File: src/rtl/cpu_pkg.sv
// Shared types and constants for the cpu execution units.
package cpu_pkg;

  // ALU operation codes; encoding 4'hF is unused and behaves as a no-op pass-through.
  typedef enum logic [3:0] {
    OP_ADD = 4'h0,
    OP_ADC = 4'h1,
    OP_SUB = 4'h2,
    OP_SBC = 4'h3,
    OP_CMP = 4'h4,
    OP_AND = 4'h5,
    OP_ORA = 4'h6,
    OP_EOR = 4'h7,
    OP_ASL = 4'h8,
    OP_LSR = 4'h9,
    OP_ROL = 4'hA,
    OP_ROR = 4'hB,
    OP_INC = 4'hC,
    OP_DEC = 4'hD,
    OP_BIT = 4'hE
  } alu_op_t;

  // Bit positions inside the {N,V,Z,C} flag nibble.
  localparam int FLAG_N = 3;
  localparam int FLAG_V = 2;
  localparam int FLAG_Z = 1;
  localparam int FLAG_C = 0;

  // Sequencer states of the ALU.
  typedef enum logic {
    S_IDLE = 1'b0,
    S_BCD  = 1'b1
  } alu_state_t;

  // Register widths the core actually instantiates.
  function automatic bit width_legal(input int w);
    return (w == 8) || (w == 16) || (w == 32);
  endfunction

endpackage

File: src/rtl/cpu_bcd_digit.sv
// One BCD digit of a decimal add or subtract, purely combinational.
module cpu_bcd_digit
  import cpu_pkg::*;
(
  input  logic [3:0] i_a,
  input  logic [3:0] i_b,
  input  logic       i_cin,
  input  logic       i_sub,
  output logic [3:0] o_d,
  output logic       o_cout
);

  logic [3:0] b_eff;
  logic [4:0] raw;

  // Binary nibble sum, then the decimal adjust: +6 on decimal carry, -6 on borrow.
  always_comb begin
    b_eff  = i_sub ? ~i_b : i_b;
    raw    = {1'b0, i_a} + {1'b0, b_eff} + {4'b0000, i_cin};
    o_d    = raw[3:0];
    o_cout = raw[4];
    if (!i_sub) begin
      if (raw > 5'd9) begin
        o_d    = raw[3:0] + 4'd6;
        o_cout = 1'b1;
      end else begin
        o_cout = 1'b0;
      end
    end else if (!raw[4]) begin
      o_d    = raw[3:0] - 4'd6;
      o_cout = 1'b0;
    end
  end

endmodule

File: src/rtl/cpu_alu.sv
// Width-generic ALU: single-cycle binary ops, nibble-serial decimal ADC/SBC,
// registered valid/ready response port.
module cpu_alu
  import cpu_pkg::*;
#(
  parameter int WIDTH      = 8,
  parameter bit DECIMAL_EN = 1'b1
) (
  input  logic             i_clk,
  input  logic             i_rst,
  input  logic             i_req_valid,
  output logic             o_req_ready,
  input  logic [3:0]       i_op,
  input  logic [WIDTH-1:0] i_a,
  input  logic [WIDTH-1:0] i_b,
  input  logic [3:0]       i_flags,
  input  logic             i_decimal,
  output logic             o_rsp_valid,
  input  logic             i_rsp_ready,
  output logic [WIDTH-1:0] o_result,
  output logic [3:0]       o_flags,
  output logic             o_busy
);

  localparam int MSB    = WIDTH - 1;
  localparam int DIGITS = WIDTH / 4;
  localparam int CNT_W  = (DIGITS > 1) ? $clog2(DIGITS) : 1;
  localparam logic [CNT_W-1:0] LAST_DIGIT = CNT_W'(DIGITS - 1);

  if (!width_legal(WIDTH)) begin : g_width_check
    $error("cpu_alu: WIDTH must be 8, 16 or 32");
  end

  function automatic logic [3:0] set_nz(input logic [3:0] f, input logic [WIDTH-1:0] r);
    logic [3:0] o;
    o         = f;
    o[FLAG_N] = r[MSB];
    o[FLAG_Z] = (r == '0);
    return o;
  endfunction

  alu_op_t          op;
  alu_state_t       state_q, state_d;
  logic [CNT_W-1:0] cnt_q;

  logic             slot_free, dec_req;
  logic             acc_bin, acc_dec, bcd_done, busy, req_ready;

  logic [WIDTH-1:0] add_b;
  logic             add_cin;
  logic [WIDTH:0]   sum;
  logic             add_v;
  logic [WIDTH-1:0] bin_res, nz_src;
  logic [3:0]       bin_flags;
  logic             upd_nz;

  logic [WIDTH-1:0] a_sh_p0, b_sh_p0, res_sh_p0;
  logic             carry_p0, sub_p0, v_p0;
  logic [3:0]       dig_d;
  logic             dig_cout;
  logic [WIDTH-1:0] bcd_res;
  logic [3:0]       bcd_flags;

  logic             vld_p1;
  logic [WIDTH-1:0] result_p1;
  logic [3:0]       flags_p1;

  assign op        = alu_op_t'(i_op);
  assign slot_free = !vld_p1 || i_rsp_ready;
  assign dec_req   = DECIMAL_EN && i_decimal && ((op == OP_ADC) || (op == OP_SBC));

  // Shared WIDTH+1 adder: subtraction adds the inverted operand.
  always_comb begin
    add_b   = i_b;
    add_cin = 1'b0;
    case (op)
      OP_ADC:         add_cin = i_flags[FLAG_C];
      OP_SUB, OP_CMP: begin
        add_b   = ~i_b;
        add_cin = 1'b1;
      end
      OP_SBC: begin
        add_b   = ~i_b;
        add_cin = i_flags[FLAG_C];
      end
      default: ;
    endcase
    sum   = {1'b0, i_a} + {1'b0, add_b} + {{WIDTH{1'b0}}, add_cin};
    add_v = (i_a[MSB] == add_b[MSB]) && (sum[MSB] != i_a[MSB]);
  end

  // Binary result and flags; flags not touched by an op pass through.
  always_comb begin
    bin_res   = i_a;
    bin_flags = i_flags;
    upd_nz    = 1'b1;
    case (op)
      OP_ADD, OP_ADC, OP_SUB, OP_SBC: begin
        bin_res           = sum[WIDTH-1:0];
        bin_flags[FLAG_V] = add_v;
        bin_flags[FLAG_C] = sum[WIDTH];
      end
      OP_CMP: bin_flags[FLAG_C] = sum[WIDTH];
      OP_AND: bin_res = i_a & i_b;
      OP_ORA: bin_res = i_a | i_b;
      OP_EOR: bin_res = i_a ^ i_b;
      OP_ASL: begin
        bin_res           = {i_a[MSB-1:0], 1'b0};
        bin_flags[FLAG_C] = i_a[MSB];
      end
      OP_LSR: begin
        bin_res           = {1'b0, i_a[MSB:1]};
        bin_flags[FLAG_C] = i_a[0];
      end
      OP_ROL: begin
        bin_res           = {i_a[MSB-1:0], i_flags[FLAG_C]};
        bin_flags[FLAG_C] = i_a[MSB];
      end
      OP_ROR: begin
        bin_res           = {i_flags[FLAG_C], i_a[MSB:1]};
        bin_flags[FLAG_C] = i_a[0];
      end
      OP_INC: bin_res = i_a + 1'b1;
      OP_DEC: bin_res = i_a - 1'b1;
      OP_BIT: begin
        upd_nz            = 1'b0;
        bin_flags[FLAG_Z] = ((i_a & i_b) == '0);
        bin_flags[FLAG_N] = i_b[MSB];
        bin_flags[FLAG_V] = i_b[MSB-1];
      end
      default: upd_nz = 1'b0;
    endcase
    nz_src = (op == OP_CMP) ? sum[WIDTH-1:0] : bin_res;
    if (upd_nz) begin
      bin_flags = set_nz(bin_flags, nz_src);
    end
  end

  // Sequencer next state, handshake and accept decode.
  always_comb begin
    state_d   = state_q;
    req_ready = 1'b0;
    busy      = 1'b0;
    acc_bin   = 1'b0;
    acc_dec   = 1'b0;
    bcd_done  = 1'b0;
    case (state_q)
      S_IDLE: begin
        req_ready = slot_free && !i_rst;
        if (i_req_valid && req_ready) begin
          if (dec_req) begin
            acc_dec = 1'b1;
            state_d = S_BCD;
          end else begin
            acc_bin = 1'b1;
          end
        end
      end
      S_BCD: begin
        busy = !i_rst;
        if (cnt_q == LAST_DIGIT) begin
          bcd_done = 1'b1;
          state_d  = S_IDLE;
        end
      end
      default: state_d = S_IDLE;
    endcase
  end

  assign o_req_ready = req_ready;
  assign o_busy      = busy;

  // State register and digit counter.
  always_ff @(posedge i_clk) begin
    if (i_rst) begin
      state_q <= S_IDLE;
      cnt_q   <= '0;
    end else begin
      state_q <= state_d;
      if (acc_dec || bcd_done) begin
        cnt_q <= '0;
      end else if (state_q == S_BCD) begin
        cnt_q <= cnt_q + 1'b1;
      end
    end
  end

  // ---- p0: decimal digit stage, operands shifted one nibble per cycle ----
  cpu_bcd_digit u_digit (
    .i_a    (a_sh_p0[3:0]),
    .i_b    (b_sh_p0[3:0]),
    .i_cin  (carry_p0),
    .i_sub  (sub_p0),
    .o_d    (dig_d),
    .o_cout (dig_cout)
  );

  assign bcd_res   = {dig_d, res_sh_p0[WIDTH-1:4]};
  assign bcd_flags = {bcd_res[MSB], v_p0, (bcd_res == '0), dig_cout};

  // Latch operands on decimal accept, then walk the digits LSD first.
  always_ff @(posedge i_clk) begin
    if (acc_dec) begin
      a_sh_p0  <= i_a;
      b_sh_p0  <= i_b;
      carry_p0 <= i_flags[FLAG_C];
      sub_p0   <= (op == OP_SBC);
      v_p0     <= add_v;
    end else if (state_q == S_BCD) begin
      a_sh_p0   <= a_sh_p0 >> 4;
      b_sh_p0   <= b_sh_p0 >> 4;
      carry_p0  <= dig_cout;
      res_sh_p0 <= bcd_res;
    end
  end

  // ---- p1: response register, held until the consumer takes it ----
  always_ff @(posedge i_clk) begin
    if (i_rst) begin
      vld_p1    <= 1'b0;
      result_p1 <= '0;
      flags_p1  <= '0;
    end else if (acc_bin) begin
      vld_p1    <= 1'b1;
      result_p1 <= bin_res;
      flags_p1  <= bin_flags;
    end else if (bcd_done) begin
      vld_p1    <= 1'b1;
      result_p1 <= bcd_res;
      flags_p1  <= bcd_flags;
    end else if (vld_p1 && i_rsp_ready) begin
      vld_p1    <= 1'b0;
    end
  end

  assign o_rsp_valid = vld_p1;
  assign o_result    = result_p1;
  assign o_flags     = flags_p1;

endmodule

File: config.mk
export PLATFORM = sky130hd
export DESIGN_NAME = cpu_alu
export DESIGN_NICKNAME = d
export VERILOG_FILES = /design/src/rtl/cpu_pkg.sv /design/src/rtl/cpu_bcd_digit.sv /design/src/rtl/cpu_alu.sv
export SDC_FILE = /design/constraint.sdc
export NUM_CORES = 1
export LEC_CHECK = 0
export BUFFER_PORTS_ARGS = -buffer_cell sky130_fd_sc_hd__buf_2
export CORE_MARGIN = 5
export CORE_UTILIZATION = 45
export CTS_CLUSTER_DIAMETER = 120
export DETAILED_ROUTE_END_ITERATION = 8
export MAX_ROUTING_LAYER = met4
export PLACE_DENSITY = 0.76
export SYNTH_ARGS = -nofsm -noshare
export SYNTH_HDL_FRONTEND = slang
export SYNTH_HIERARCHICAL = 1
export SYNTH_SLANG_ARGS = --single-unit
File: constraint.sdc
create_clock -name i_clk -period 5.4 [get_ports i_clk]
set_clock_uncertainty 0.2 [all_clocks]
set_input_delay 1.08 -clock i_clk [delete_from_list [all_inputs] [get_ports i_clk]]
set_output_delay 1.08 -clock i_clk [all_outputs]
set_load 0.02 [all_outputs]
Yosys cells after proc, flatten, opt, wreduce, memory -nomap -nowiden
Cells that the tools add are included.
{"block": "classes", "bitwise": 7, "n_lt_le_gt_ge": 1, "reduce_logical": 27, "muxes": 42, "n_addsub": 9, "n_eq_ne": 16}
{"cell": "8-bit case mux with 10 select lines", "count": 1}
{"cell": "8-bit two-way mux", "count": 8}
{"cell": "4-bit == test (second input constant)", "count": 7}
{"cell": "4-bit two-way mux", "count": 7}
{"cell": "8-bit logical NOT", "count": 3}
{"cell": "1-bit two-way mux", "count": 22}
{"cell": "4-bit by 3-bit == test with 1-bit output (second input constant)", "count": 4}
{"cell": "14-bit OR reduction", "count": 1}
{"cell": "2-bit OR reduction", "count": 5}
{"cell": "8-bit by 8-bit adder with 9-bit output", "count": 1}
{"cell": "9-bit by 1-bit adder with 9-bit output", "count": 1}
{"cell": "8-bit by 1-bit adder with 8-bit output (second input constant)", "count": 1}
{"cell": "8-bit AND", "count": 1}
{"cell": "4-bit by 2-bit == test with 1-bit output (second input constant)", "count": 2}
{"cell": "8-bit inverter", "count": 1}
{"cell": "8-bit bitwise OR", "count": 1}
{"cell": "8-bit by 1-bit subtractor with 8-bit output (second input constant)", "count": 1}
{"cell": "8-bit XOR", "count": 1}
{"cell": "1-bit case mux with 2 select lines", "count": 3}
{"cell": "4-bit by 4-bit adder with 5-bit output", "count": 1}
{"cell": "5-bit by 1-bit adder with 5-bit output", "count": 1}
{"cell": "5-bit by 4-bit greater-than comparator with 1-bit output (second input constant)", "count": 1}
{"cell": "1-bit logical AND", "count": 5}
{"cell": "5-bit OR reduction", "count": 1}
{"cell": "17 further kinds", "count": 22}
{"block": "word_totals", "regBits": 42, "input_bits": 29, "out_inout_bits": 15, "elab_cells": 113}

Logic depth before layout (Yosys ltp)
{"block": "logic_depth", "depth_word": 10, "depth_mapped": 17, "depth_no_buf": 16}

Hierarchy
The synthesis kept the hierarchy.
{"mod": "cpu_alu", "area_per_inst_um2": 3413.3, "instances": 1, "cells_per_inst": 415, "seq_area_each_um2": 991.0}
{"mod": "cpu_bcd_digit", "area_per_inst_um2": 389.1, "instances": 1, "cells_per_inst": 51, "seq_area_each_um2": 0.0}

Worst setup path before layout
Ideal clock, no wire load.
{"block": "synth_path", "path_kind": "in2reg", "start": "in i_op[0]", "end": "reg flags_p1[1], in the netlist o_flags[1]", "setup_slack_ns": 0.609, "path_stages": 16, "t_required_ns": 5.140, "arrival_ns": 4.530, "setup_time_ns": 0.060, "n_path_buf": 3, "path_cell_list": "buf_4 -> buf_4 -> clkbuf_1 -> nor3_1 -> a21oi_1 -> nor2_2 -> xnor2_1 -> fa_1 -> fa_1 -> a211oi_1 -> o21ba_2 -> nor2_1 -> or3_1 -> o31a_1 -> nor4_1 -> a311o_1"}
{"block": "synth_via", "elab_chain_cells": 10, "elab_cells_between_ends": 37, "classes_between": "add/sub: 2; eq/ne: 14; mux: 11; reduce/logical: 10"}
{"element": "start, declared", "line_no": "cpu_alu.sv:13", "source": "input logic [3:0] i_op,"}
{"element": "4-bit by 2-bit == test with 1-bit output (tied with other cells)", "line_no": "cpu_alu.sv:70, cpu_alu.sv:76, cpu_alu.sv:97"}
{"element": "3-bit OR reduction (no source line)"}
{"element": "8-bit two-way mux"}
{"element": "8-bit by 8-bit adder with 9-bit output", "line_no": "cpu_alu.sv:88", "source": "sum = {1'b0, i_a} + {1'b0, add_b} + {{WIDTH{1'b0}}, add_cin};"}
{"element": "9-bit by 1-bit adder with 9-bit output", "line_no": "cpu_alu.sv:88"}
{"element": "8-bit case mux with 10 select lines", "line_no": "cpu_alu.sv:97", "source": "case (op)"}
{"element": "8-bit two-way mux", "line_no": "cpu_alu.sv:133", "source": "nz_src = (op == OP_CMP) ? sum[WIDTH-1:0] : bin_res;"}
{"element": "8-bit logical NOT", "line_no": "cpu_alu.sv:38", "source": "o[FLAG_Z] = (r == '0);"}
{"element": "4-bit two-way mux", "line_no": "cpu_alu.sv:134", "source": "if (upd_nz) begin"}
{"element": "4-bit two-way mux", "line_no": "cpu_alu.sv:223", "source": "end else if (acc_bin) begin"}
{"element": "end signal, assigned", "line_no": "cpu_alu.sv:226", "source": "flags_p1 <= bin_flags;"}
{"element": "end signal, assigned", "line_no": "cpu_alu.sv:230", "source": "flags_p1 <= bcd_flags;"}
{"element": "end, declared", "line_no": "cpu_alu.sv:66", "source": "logic [3:0] flags_p1;"}
Several ways; a longest one is shown, not always the timed one.
A chain may end at the register's enable or synchronous reset.

Worst setup path in the final report
{"block": "layout_path", "start": "in i_op[1]", "end": "reg flags_p1[1], in the netlist o_flags[1]"}
Same word-level chain as after synthesis.

==> insert_results.sql <==
INSERT INTO impl_metrics (metric_group, metric, value, unit) VALUES
('status', 'status', 'complete, no violations', ''),
('sta', 'final.period_utilization', '86.33', '%'),
('die', 'initial_utilization', '46.28', '%'),
('hold_path', 'hold_path_depth', '2', ''),
('clock_tree', 'post_cts_resize_count', '0', ''),
('hold_path', 'worst_hold_start', 'o_rsp_valid', ''),
('drt', 'dr.first_iter.drc_count', '415', ''),
('critical_path', 'critical_path.reg2reg.startpoint', 'sub_p0', ''),
('synth', 'yosysSeqAreaShare', '26.06', '%'),
('power', 'power_total', '0.0007903', 'W'),
('clock_tree', 'postCtsSetupRepairBufs', '0', ''),
('sta', 'relSlewSlack', '44.89', '%'),
('synth', 'post_synth_fa_ha_maj_area_fraction', '12.31', '%'),
('placed_design', 'finalWeightedCongestion', '1.046', ''),
('drt', 'detail-route-antenna-nets', '0', ''),
('synth', 'yosysWarningCount', '6', ''),
('grt', 'pin_count_of_the_biggest_net_entering_global_routing', '33', ''),
('synth', 'post_synth_mux_area_share', '3.817', '%'),
('synth', 'yosys.area_share.xor_xnor', '5.298', '%'),
('clock_tree', 'cts.sinks', '38', ''),
('critical_path', 'r2r_cells', '15', ''),
('synth', 'synth_enable_flop_cells', '23', ''),
('clock_tree', 'maximum_clock_insertion_buffer_count', '2', ''),
('critical_path', 'worstSetupPathType', 'input pin to flip-flop', ''),
('synth', 'post_synthesis_cell_area', '3802', 'µm²'),
('die', 'boundaryPins', '44', ''),
('clock_tree', 'cts-htree-levels', '2', ''),
('drt', 'drt_drc_violations_left', '0', ''),
('die', 'row_count', '33', ''),
('clock_tree', 'clk_pin_slew_worst_paths', '0.07', 'ns'),
('clock_tree', 'insertion_delay', '0.29', 'ns'),
('critical_path', 'ff2ff_setup_slack', '1.00', 'ns'),
('drt', 'route.final.wire_length', '11550', 'µm'),
('power', 'power_density', '191.5', 'nW/µm²'),
('grt', 'number_of_antenna_violations_at_the_first_check_in_global_routing', '0', ''),
('synth', 'avgSynthCellArea', '8.160', 'µm²'),
('sta', 'final.min_clock_period', '4.662', 'ns'),
('cells_and_area', 'finish.net_count', '556', ''),
('sta', 'setup_viol_count_final', '0', ''),
('cells_and_area', 'post_route_cells_drive_above_1_share', '13.79', '%'),
('synth', 'gate_count_after_technology_mapping', '466', ''),
('grt', 'via_count_of_the_first_global_routing_pass', '3514', ''),
('sta', 'tightest_slew', '0.8243', 'ns'),
('synth', 'synthesized_area_fraction_occupied_by_ao_oa_aoi_and_oai_cells', '22.08', '%'),
('drt', 'route.vias.total', '3714', ''),
('drt', 'vias_per_cell', '6.211', ''),
('sta', 'finalHoldViolations', '0', ''),
('synth', 'synthesis.nets', '530', ''),
('cells_and_area', 'antenna-diode-count', '0', ''),
('placed_design', 'buffer_ports.inserted', '43', ''),
('clock_tree', 'numCtsBuffers', '5', ''),
('sta', 'rsz0062_at_grt', 'no', ''),
('sta', 'final_max_tran_viols', '0', ''),
('synth', 'yosys_reg_bits', '38', ''),
('cells_and_area', 'layout_commonest_cell', 'nand2_1', ''),
('clock_tree', 'cts-hold-fix-buffers', '0', ''),
('synth', 'post_synth_and_or_nand_nor_area_fraction', '24.02', '%'),
('power', 'p_leak', '1.764', 'nW'),
('critical_path', 'crit_path_capture_type', 'flip-flop', ''),
('die', 'die_w', '101.9', 'µm'),
('die', 'die_height', '101.9', 'µm'),
('grt', 'grt_first_pass_wirelength', '18330', 'µm'),
('critical_path', 'r2r-end', 'o_flags[1]', ''),
('synth', 'ys_async_sr_fraction', '0', '%'),
('cells_and_area', 'commonest_cells_after_routing_fill_and_taps_aside', 'nand2_1, buf_2, nor2_1', ''),
('job', 'drv_cap', '0', ''),
('critical_path', 'critPathMaxFanout', '24', ''),
('drt', 'detail_route.wl_per_cell', '19.32', 'µm'),
('cells_and_area', 'synthesis_to_layout_area_growth', '8.523', '%'),
('grt', 'global_route.overflow_total', '0', ''),
('critical_path', 'cp-start-kind', 'input pin', '');
[synth_stat cells (3+ instances only)]
cell	n	area [µm²]
nand2_1	46	172.7
nor2_1	38	142.6
a21oi_1	33	165.2
ha_1	31	387.9
inv_1	29	108.9
o21ai_0	24	120.1
edfxtp_1	23	690.7
clkbuf_1	15	56.30
dfxtp_1	15	300.3
xnor2_1	15	131.4
nor2b_1	14	87.58
nand3_1	13	65.06
nor3_1	11	55.05
mux2i_1	10	100.1
buf_2	9	45.04
nand2b_1	9	56.30
xor2_1	8	70.07
and3_1	7	43.79
a211oi_1	6	45.04
nor4_1	6	37.54
a22oi_1	5	37.54
a31oi_1	5	31.28
or3_1	5	31.28
a311oi_1	4	35.03
and2_1	4	25.02
fa_1	4	80.08
a21o_1	3	22.52
a32oi_1	3	26.28
mux2_2	3	33.78
o2111ai_1	3	26.28
o311a_1	3	30.03
o31ai_1	3	22.52
[registers in the layout, indices dropped and copies added, names as in the netlist, 4 cells and up]
register   flops
res_sh_p0      4
o_result       8
o_flags        4
b_sh_p0        8
a_sh_p0        8
[metal layers]
layer / part of all wire, % / wire [µm] / vias to the layer above / global-route usage, %
li1: - / - / 1744 / -
met1: 42 / 4849 / 1742 / 29.70
met2: 48 / 5524 / 192 / 37.47
met3: 6.3 / 726 / 36 / 2.662
met4: 3.9 / 450 / 0 / 9.284
met5: 0 / 0 / - / -
[how the worst max path moves through the flow]
stage | start | depth (start not counted) | slack (ns) | to
CTS | i_op[1] | 13 | 0.85 | o_flags[1]
floorplan | i_op[0] | 16 | 0.61 | o_flags[1]
finish | i_op[1] | 12 | 0.74 | o_flags[1]
global route | i_op[1] | 13 | 0.60 | o_flags[1]
global placement | i_op[1] | 14 | 0.67 | o_flags[1]
detailed placement | i_op[1] | 13 | 0.57 | o_flags[1]
[per-stage QoR]
step | instance area (µm²) | hold slack (ns) | cells | setup WS [ns] | util (%)
detailed placement | 4044 | 0.2727 | 590 | 0.5716 | 49.22
global route | 4126 | 0.3216 | 598 | 0.5961 | 50.22
floorplan | 3802 | 0.2963 | 466 | 0.6093 | -
CTS | 4126 | 0.2852 | 598 | 0.8524 | 50.22
global placement | 4044 | 0.2701 | 590 | 0.6683 | 49.22
finish | 4126 | 0.2844 | 598 | 0.7383 | 50.22
[report_power, final]
group          total [W]  internal, W  switching (W)
clock           0.000183    0.0000894      0.0000934
sequential      0.000322     0.000317     0.00000533
combinational   0.000286     0.000106       0.000179
total           0.000790     0.000512       0.000278
[cell families (layout without fill, tap and decap cells)]
group,Yosys count,in the layout
compound gates,123,123
fa+ha+maj,35,35
simple gates,175,175
xor+xnor,23,23
mux,14,14
buf+inv,58,85
flops,38,38
[final cells by class]
type / instances / area [µm²]
tap: 105 / 131.4
fill: 840 / 4090
timing repair buffer: 46 / 237.7
multi-input combinational: 370 / 2567
sequential: 38 / 991.0
inverter: 31 / 116.4
clock inverter: 2 / 10.01
clock buffer: 6 / 72.57
[critical path: stages]
cell,delay [ns]
buf_2,0.35
nor2_1,0.14
o21ai_0,0.47
nor2_1,0.12
fa_1,0.43
fa_1,0.46
a21oi_1,0.14
o22ai_1,0.11
a2111oi_1,0.58
o21ai_0,0.20
nor4_1,0.39
a311o_1,0.21
(Power assumes the default switching activity.)
